### src/rtl/dmem_pkg.sv
// Shared types for the data memory controller: access sizes, clear FSM states,
// response payload and the byte-enable helper.
package dmem_pkg;

    localparam int unsigned DATA_W = 32;
    localparam int unsigned LANES  = DATA_W / 8;

    typedef enum logic [1:0] {
        SZ_B = 2'd0,
        SZ_H = 2'd1,
        SZ_W = 2'd2,
        SZ_X = 2'd3
    } size_e;

    typedef enum logic {
        INIT = 1'b0,
        RUN  = 1'b1
    } state_e;

    typedef struct packed {
        logic              valid;
        logic              err;
        logic [DATA_W-1:0] rdata;
    } rsp_t;

    // Byte enables for a store; offset is already size-aligned, SZ_X behaves as a word.
    function automatic logic [LANES-1:0] lane_mask(size_e size, logic [1:0] offset);
        logic [LANES-1:0] mask;
        case (size)
            SZ_B:    mask = 4'b0001 << offset;
            SZ_H:    mask = offset[1] ? 4'b1100 : 4'b0011;
            default: mask = 4'b1111;
        endcase
        return mask;
    endfunction

endpackage

### src/rtl/dmem_load_align.sv
// Load data alignment: shifts the addressed lane down and sign/zero-extends it.
module dmem_load_align
    import dmem_pkg::*;
(
    input  logic [DATA_W-1:0] word,
    input  logic [1:0]        offset,
    input  size_e             size,
    input  logic              zero_ext,
    output logic [DATA_W-1:0] rdata_c
);

    logic [DATA_W-1:0] shifted;

    always_comb begin
        shifted = word >> {offset, 3'b000};
        case (size)
            SZ_B:    rdata_c = zero_ext ? {24'h000000, shifted[7:0]}
                                        : {{24{shifted[7]}}, shifted[7:0]};
            SZ_H:    rdata_c = zero_ext ? {16'h0000, shifted[15:0]}
                                        : {{16{shifted[15]}}, shifted[15:0]};
            default: rdata_c = shifted;
        endcase
    end

endmodule

### src/rtl/dmem_ctrl.sv
// Data memory controller: word-array storage with post-reset clear, byte/half/word
// access and fixed-latency responses. Define DMEM_FAULT_EN to enable fault detection.
module dmem_ctrl
    import dmem_pkg::*;
#(
    parameter int unsigned DEPTH      = 64,
    parameter int unsigned ADDR_W     = 32,
    parameter int unsigned RD_LATENCY = 1
) (
    input  logic              clk,
    input  logic              rst,
    input  logic              req_valid,
    output logic              req_ready,
    input  logic              req_we,
    input  logic [1:0]        req_size,
    input  logic              req_unsigned,
    input  logic [ADDR_W-1:0] req_addr,
    input  logic [DATA_W-1:0] req_wdata,
    output logic              rsp_valid,
    output logic [DATA_W-1:0] rsp_rdata,
    output logic              rsp_err,
    output logic              init_done
);

    localparam int unsigned IDX_W = $clog2(DEPTH);

    logic [DATA_W-1:0] mem [DEPTH];

    state_e            state_q, state_d;
    logic [IDX_W-1:0]  clear_ptr_q, clear_ptr_d;
    size_e             size;
    logic [1:0]        offset;
    logic [IDX_W-1:0]  idx;
    logic              accept;
    logic              fault;
    logic [LANES-1:0]  be;
    logic [DATA_W-1:0] wdata_sh;
    logic [DATA_W-1:0] load_data;
    rsp_t              stage_c;
    rsp_t              pipe_q [RD_LATENCY];

    assign size   = size_e'(req_size);
    assign idx    = req_addr[IDX_W+1:2];
    assign accept = req_valid & req_ready;

    // Misaligned offsets are truncated to the access size.
    always_comb begin
        case (size)
            SZ_B:    offset = req_addr[1:0];
            SZ_H:    offset = {req_addr[1], 1'b0};
            default: offset = 2'b00;
        endcase
    end

`ifdef DMEM_FAULT_EN
    assign fault = (size == SZ_H && req_addr[0])
                 || (size == SZ_W && req_addr[1:0] != 2'b00)
                 || (size == SZ_X)
                 || (|(req_addr >> (IDX_W + 2)));
`else
    logic addr_unused;
    assign addr_unused = ^req_addr;
    assign fault       = 1'b0;
`endif

    assign be       = lane_mask(size, offset);
    assign wdata_sh = req_wdata << {offset, 3'b000};

    // Clear FSM: one word per cycle, then serve requests.
    always_comb begin
        state_d     = state_q;
        clear_ptr_d = clear_ptr_q;
        case (state_q)
            INIT: begin
                clear_ptr_d = clear_ptr_q + IDX_W'(1);
                if (clear_ptr_q == IDX_W'(DEPTH - 1)) begin
                    state_d = RUN;
                end
            end
            RUN: ;
        endcase
    end

    always_ff @(posedge clk or negedge rst) begin
        if (!rst) begin
            state_q     <= INIT;
            clear_ptr_q <= '0;
            req_ready   <= 1'b0;
            init_done   <= 1'b0;
        end else begin
            state_q     <= state_d;
            clear_ptr_q <= clear_ptr_d;
            req_ready   <= (state_d == RUN);
            init_done   <= (state_d == RUN);
        end
    end

    always_ff @(posedge clk) begin
        if (state_q == INIT) begin
            mem[clear_ptr_q] <= '0;
        end else if (accept && req_we && !fault) begin
            for (int b = 0; b < int'(LANES); b++) begin
                if (be[b]) begin
                    mem[idx][8*b +: 8] <= wdata_sh[8*b +: 8];
                end
            end
        end
    end

    dmem_load_align u_align (
        .word     (mem[idx]),
        .offset   (offset),
        .size     (size),
        .zero_ext (req_unsigned),
        .rdata_c  (load_data)
    );

    always_comb begin
        stage_c       = '0;
        stage_c.valid = accept;
        stage_c.err   = accept & fault;
        stage_c.rdata = (accept && !req_we && !fault) ? load_data : '0;
    end

    // Response delay line; reset drops anything in flight.
    always_ff @(posedge clk or negedge rst) begin
        if (!rst) begin
            for (int i = 0; i < int'(RD_LATENCY); i++) begin
                pipe_q[i] <= '0;
            end
        end else begin
            pipe_q[0] <= stage_c;
            for (int i = 1; i < int'(RD_LATENCY); i++) begin
                pipe_q[i] <= pipe_q[i-1];
            end
        end
    end

    assign rsp_valid = pipe_q[RD_LATENCY-1].valid;
    assign rsp_err   = pipe_q[RD_LATENCY-1].err;
    assign rsp_rdata = pipe_q[RD_LATENCY-1].rdata;

endmodule

### config.mk
export PLATFORM = sky130hd
export DESIGN_NAME = dmem_ctrl
export DESIGN_NICKNAME = d
export VERILOG_FILES = /design/src/rtl/dmem_pkg.sv /design/src/rtl/dmem_load_align.sv /design/src/rtl/dmem_ctrl.sv
export SDC_FILE = /design/constraint.sdc
export NUM_CORES = 2
export LEC_CHECK = 0
export CORE_MARGIN = 1.5
export CORE_UTILIZATION = 45
export CTS_BUF_LIST = sky130_fd_sc_hd__clkbuf_8
export CTS_CLUSTER_SIZE = 14
export DETAILED_ROUTE_END_ITERATION = 8
export PLACE_DENSITY_LB_ADDON = 0.3
export SYNTH_ARGS = -nofsm -noshare
export SYNTH_HDL_FRONTEND = slang
export SYNTH_SLANG_ARGS = --single-unit
### constraint.sdc
create_clock -name clk -period 4.8 [get_ports clk]
set_clock_uncertainty 0.2 [all_clocks]
set_input_delay 1.44 -clock clk [delete_from_list [all_inputs] [get_ports clk]]
set_output_delay 1.44 -clock clk [all_outputs]
set_load 0.01 [all_outputs]
== Yosys cells after proc, flatten, opt, wreduce, memory -nomap -nowiden ==
Memory sizes are Yosys's and may differ from the RTL's.
Cells that the tools add are included.
Widths: inputs -> output; s select.

* Bits in registers: 40
* Bits in writable memories: 2048
* Memories kept: 1

{| class="wikitable"
|+ Memory list
! memory !! depth !! bits a word !! rd ports !! clocked after Yosys merged registers in !! write ports !! line !! RTL
|-
| mem || 64 || 32 || 1 || 0 || 1 || dmem_ctrl.sv:27 || <nowiki>logic [DATA_W-1:0] mem [DEPTH];</nowiki>
|}

* Add/subtract/negate cells: 1
* Eq/ne operators: 2
* Shift-type cells: 3
* Mux-type cells: 29
* Bitwise logic cells: 1
* Reduce and logical (&&, ||, !) cells: 5

{| class="wikitable"
|+ Operators with widths
! kind !! number
|-
| $mux 32 || 4
|-
| $pmux 32 s2 || 1
|-
| $reduce_or 32->1 || 1
|-
| $shl 32x5->32 || 1
|-
| $shr 32x5->32 || 1
|-
| $mux 1 || 19
|-
| $mux 4 || 2
|-
| $pmux 4 s2 || 1
|-
| $add 6x1->6 const B || 1
|-
| $eq 6x6->1 const B || 1
|-
| $mux 6 || 1
|-
| $pmux 2 s2 || 1
|-
| $shl 1x2->4 const A || 1
|-
| $eq 2x1->1 const B || 1
|-
| $logic_and 1x1->1 || 2
|-
| $logic_not 2->1 || 1
|-
| $and 1x1->1 || 1
|-
| $logic_not 1->1 || 1
|}

== Longest topological paths before layout ==
* Depth in word-level cells: 10
* Depth in mapped cells: 12
* Mapped depth without buffers: 7

== Cells and area by module ==
A second synthesis with hierarchy kept.

* Cell total of the unflattened synthesis: 3918
* Area total of the unflattened synthesis: 81560.7 um^2

{| class="wikitable"
|+ Modules (own cells, without submodules)
! module !! instances !! cells an instance !! area each (um^2) !! seq. area each (um^2)
|-
| dmem_ctrl || 1 || 3811 || 80866.3 || 62499.9
|-
| dmem_load_align || 1 || 107 || 694.4 || 0.0
|}

== Worst setup path before layout ==
OpenSTA, ideal clock, no wires.

* Path kind: input -> register
* Start point: input port req_size[1]
* End point: memory mem[0][24], data pin
* Data arrival time: 5603 ps
* Required time: 3860 ps
* Setup slack: -1744 ps
* Stages: 7
* Path through: clkbuf_1 -> nor2_1 -> and2_1 -> clkbuf_1 -> buf_1 -> mux2i_1 -> a221oi_1

* Cells in the longest elaborated chain, start to end: 10
* Elaborated cells on any way between the ends: 25
* Those cells by class: eq/ne (1); shift (2); mux (20); reduce/logical (2)

{| class="wikitable"
|+ Ends and longest elaborated chain
! element !! line !! RTL
|-
| from (decl) || dmem_ctrl.sv:15 || <nowiki>input logic [1:0] req_size,</nowiki>
|-
| $eq 2x1->1 / $logic_not 2->1 (equally long branches) || dmem_pkg.sv:29, dmem_ctrl.sv:48 ||
|-
| $pmux 2 s2 || dmem_ctrl.sv:48 || <nowiki>case (size)</nowiki>
|-
| $mux 4 / $shl 1x2->4 (equally long branches) || dmem_pkg.sv:31, dmem_pkg.sv:30 ||
|-
| $pmux 4 s2 || dmem_pkg.sv:29 || <nowiki>case (size)</nowiki>
|-
| $mux 1 || dmem_ctrl.sv:103 || <nowiki>if (be[b]) begin</nowiki>
|-
| $mux 1 || dmem_ctrl.sv:101 || <nowiki>end else if (accept && req_we && !fault) begin</nowiki>
|-
| $mux 1 || dmem_ctrl.sv:99 || <nowiki>if (state_q == INIT) begin</nowiki>
|-
| $mux 1 (not written as such) || dmem_ctrl.sv:104 || <nowiki>mem[idx][8*b +: 8] <= wdata_sh[8*b +: 8];</nowiki>
|-
| $reduce_or 32->1 (no line) || n/a ||
|-
| $mux 32 (no line) (*) || n/a ||
|-
| to (decl) || dmem_ctrl.sv:27 ||
|}

Every way passes the cells marked *; elsewhere a longest branch is shown, timed or not.

==> run_results.csv <==
group,metric,value,unit
setup_path,r2r_start,"state_q$_DFF_PN0_",
grt,grt_pass1_vias,42300,
setup_path,crit_type,"reg2out",
job,cap_violations,0,
grt,grt-ovfl-total,0,
cts,cts_root_buf,"clkbuf_8",
cells_and_area,layout.nets,4609,
cells_and_area,final_common_cell,"edfxtp_1",
pwr,power.density,363,nW/µm²
timing,fmax,240,MHz
timing,worstMarginPinSlew,1.28,ns
synth,seq_area_frac_synth,76.2,%
timing,rsz0062_at_grt,"false",
die,initial_core_util,45.3,%
synth,yosysWarnings,0,
outcome,run_status,"finished, final reports clean",
die,coreArea,181000,µm²
drt,vias,41200,
setup_path,path_buf_inv,1,
drt,wl,204,mm
timing,setup_ws,0.640,ns
synth,syn_area_per_cell,21.8,µm²
synth,ys_ff_latch,2088,
setup_path,cp.arrival,2.52,ns
timing,relSlewSlack,12.3,%
grt,antenna_found_initial,3,
setup_path,critPathLaunchType,"flop",
synth,synth_edf_count,2048,
setup_path,crit_start,"state_q$_DFF_PN0_",
synth,synthSimpleGateAreaFrac,2.70,%
drt,antenna_left,0,
synth,async_flop_share,1.92,%
grt,grtUsageTotal,22.1,%
cts,clock-sinks,2088,
setup_path,path_cells,"clkdlybuf4s50_1",
drt,drtIter0Drc,4399,
die,die_x,430,µm
synth,syn-instance-count,3752,
synth,synth_fa_ha_area_share,0.0153,%
setup_path,crit_path_max_incr_delay,0.79,ns
drt,drc_errors,0,
die,dieHeight,430,µm
synth,synth_top_family_by_area,"multiplexers",
cells_and_area,mostFrequentLayoutCells,"edfxtp_1, mux4_2, buf_4",
setup_path,end_kind,"primary output",
die,io_pins,107,
grt,grt_pass1_wl,294,mm
timing,finalSetupViolations,0,
place,place_congestion,0.909,
synth,synth_compound_area_share,1.58,%
synth,syn-num-nets,3824,
cts,h-tree-depth,5,
timing,final_max_slew_viol_count,0,
timing,holdWs,0.263,ns
drt,detail_route.wl_per_cell,28.5,µm
synth,synthMuxAreaShare,18.0,%
drt,viasPerCell,5.76,
drt,first_pass_iters,6,
setup_path,critPathRequiredTime,3.16,ns
pwr,p_leak,26.2,nW
synth,yosysUniqueCellTypes,68,
place,place_ws,-0.187,ns
cells_and_area,layout-drive-gt1-share,34.8,%
place,dp_hpwl,134,mm
synth,synth_xor_area_share,0.0534,%
cts,ctsResizeCount,0,
hold_path,min_path_type,"in2async",
timing,hold_viol,0,
timing,period_share,86.7,%
place,port_buffers,81,
cts,numCtsBuffers,342,
timing,fin_crit,4.16,ns
setup_path,cpLargestDelayFamily,"flip-flops",
cts,cts.reportedPaths.clkPinSlew,0.06,ns
synth,synth_area,82000,µm²
cts,clk_latency,1.04,ns
cts,cts_tree,"built",
die,fp.dieArea,185000,µm²
pwr,ir_worst_vdd,0.297,mV
cts,post-cts-setup-buffers,0,
synth,synthFlopType,"edfxtp_1",
setup_path,crit_slowest_cell,"dfrtp_1",
cells_and_area,n_fill_cell,13800,
cts,ctsHoldBuffers,0,
cts,clk_path_buf_depth,4,
die,fp-row-count,156,
grt,grt_max_degree,65,
cells_and_area,area_delta_synth_final,17.1,%
setup_path,cp_max_fo,16,
-- power by group --
part	internal (mW)	switching, mW
clock	7.35	6.78
combinational	0.412	0.562
sequential	19.7	0
total	27.5	7.34
-- final timing paths --
path / to / slack, ns / cells past startpoint
worst max-delay path: req_ready / 0.64 / 1
worst min-delay path: rsp_valid$_DFF_PN0_ / 0.26 / 1
worst max register to register: mem[62][22]$_DFFE_PP_ / 1.06 / 8
worst min register to register: clear_ptr_q[4]$_DFFE_PN0N_ / 0.37 / 1
max in group asynchronous: rsp_rdata[7]$_DFF_PN0_ / 3.35 / 2
min in group clk: clear_ptr_q[4]$_DFFE_PN0N_ / 0.37 / 1
-- cell families (layout without fill, tap and decap cells) --
| kind of cell | count (synthesis) | in the layout |
|---|---|---|
| multiplexers | 717 | 717 |
| AO/OA/AOI/OAI | 198 | 198 |
| other | 1 | 9 |
| XOR/XNOR | 5 | 5 |
| AND/OR/NAND/NOR | 526 | 526 |
| adder cells (fa/ha/maj) | 1 | 1 |
| buffers and inverters | 216 | 1241 |
| flip-flops | 2088 | 2088 |
-- through the flow --
stage          util (%)  instances  TNS [ns]  instance area [µm²]  total power [mW]
6_report           53.0       7155         0                96000              34.8
5_1_grt            53.0       7149         0                96000              35.9
4_1_cts            53.0       7147         0                96000              35.1
3_5_place_dp       49.7       6563    -25.29                89900              21.1
3_3_place_gp       49.7       6563    -21.54                89900              21.1
2_1_floorplan         -       3752   -107.90                82200              20.7
-- metal layers --
| layer | part of all wire, % | up-vias | GRT usage [%] |
|---|---|---|---|
| met4 | 4.9 | 0 | 10.3 |
| li1 | - | 17300 | - |
| met3 | 7.0 | 465 | 4.29 |
| met1 | 39 | 21700 | 28.8 |
| met2 | 50 | 1695 | 36.2 |
| met5 | 0 | - | 0 |
-- cell type report --
cell class / instances / area (µm²) / share of cell area [%]
flip-flops and latches: 2088 / 62500 / 65.1
multi-input cells: 1448 / 18600 / 19.4
repair buffers: 651 / 5740 / 5.99
clock buffers: 355 / 4890 / 5.09
well taps: 2370 / 2970 / 3.09
clock inverters: 229 / 1190 / 1.24
inverters: 6 / 22.5 / 0.0235
diodes: 8 / 20.0 / 0.0209
-- state kept, by name, indices dropped and copies added (netlist names) --
signal	count
rsp_rdata	32
mem	2048
clear_ptr_q	6
rsp_valid	1
state_q	1
-- cell usage after synthesis, types with 3 or more instances --
cell type	number	share of area [%]
a221oi_1	8	0.085
o31ai_1	9	0.082
nor4_1	3	0.023
buf_2	46	0.28
and2_1	4	0.031
dfrtp_1	40	1.2
nand3b_1	4	0.037
buf_1	28	0.13
mux2_2	36	0.49
inv_1	4	0.018
mux4_2	604	17
o21ai_1	12	0.073
a211oi_1	6	0.055
mux2i_1	76	0.93
nor2b_1	13	0.099
xnor2_1	4	0.043
a22oi_1	19	0.17
buf_4	26	0.24
nand2b_1	14	0.11
and3_1	10	0.076
o211ai_1	8	0.073
buf_6	18	0.25
nor3_1	14	0.085
a21oi_1	29	0.18
nand3_1	25	0.15
nand2_1	107	0.49
nor2_1	319	1.5
or2_2	4	0.031
edfxtp_1	2048	75
clkbuf_1	90	0.41
o21ai_0	40	0.24
o22ai_1	41	0.31
No activity file was read; power rests on OpenSTA's default activity.
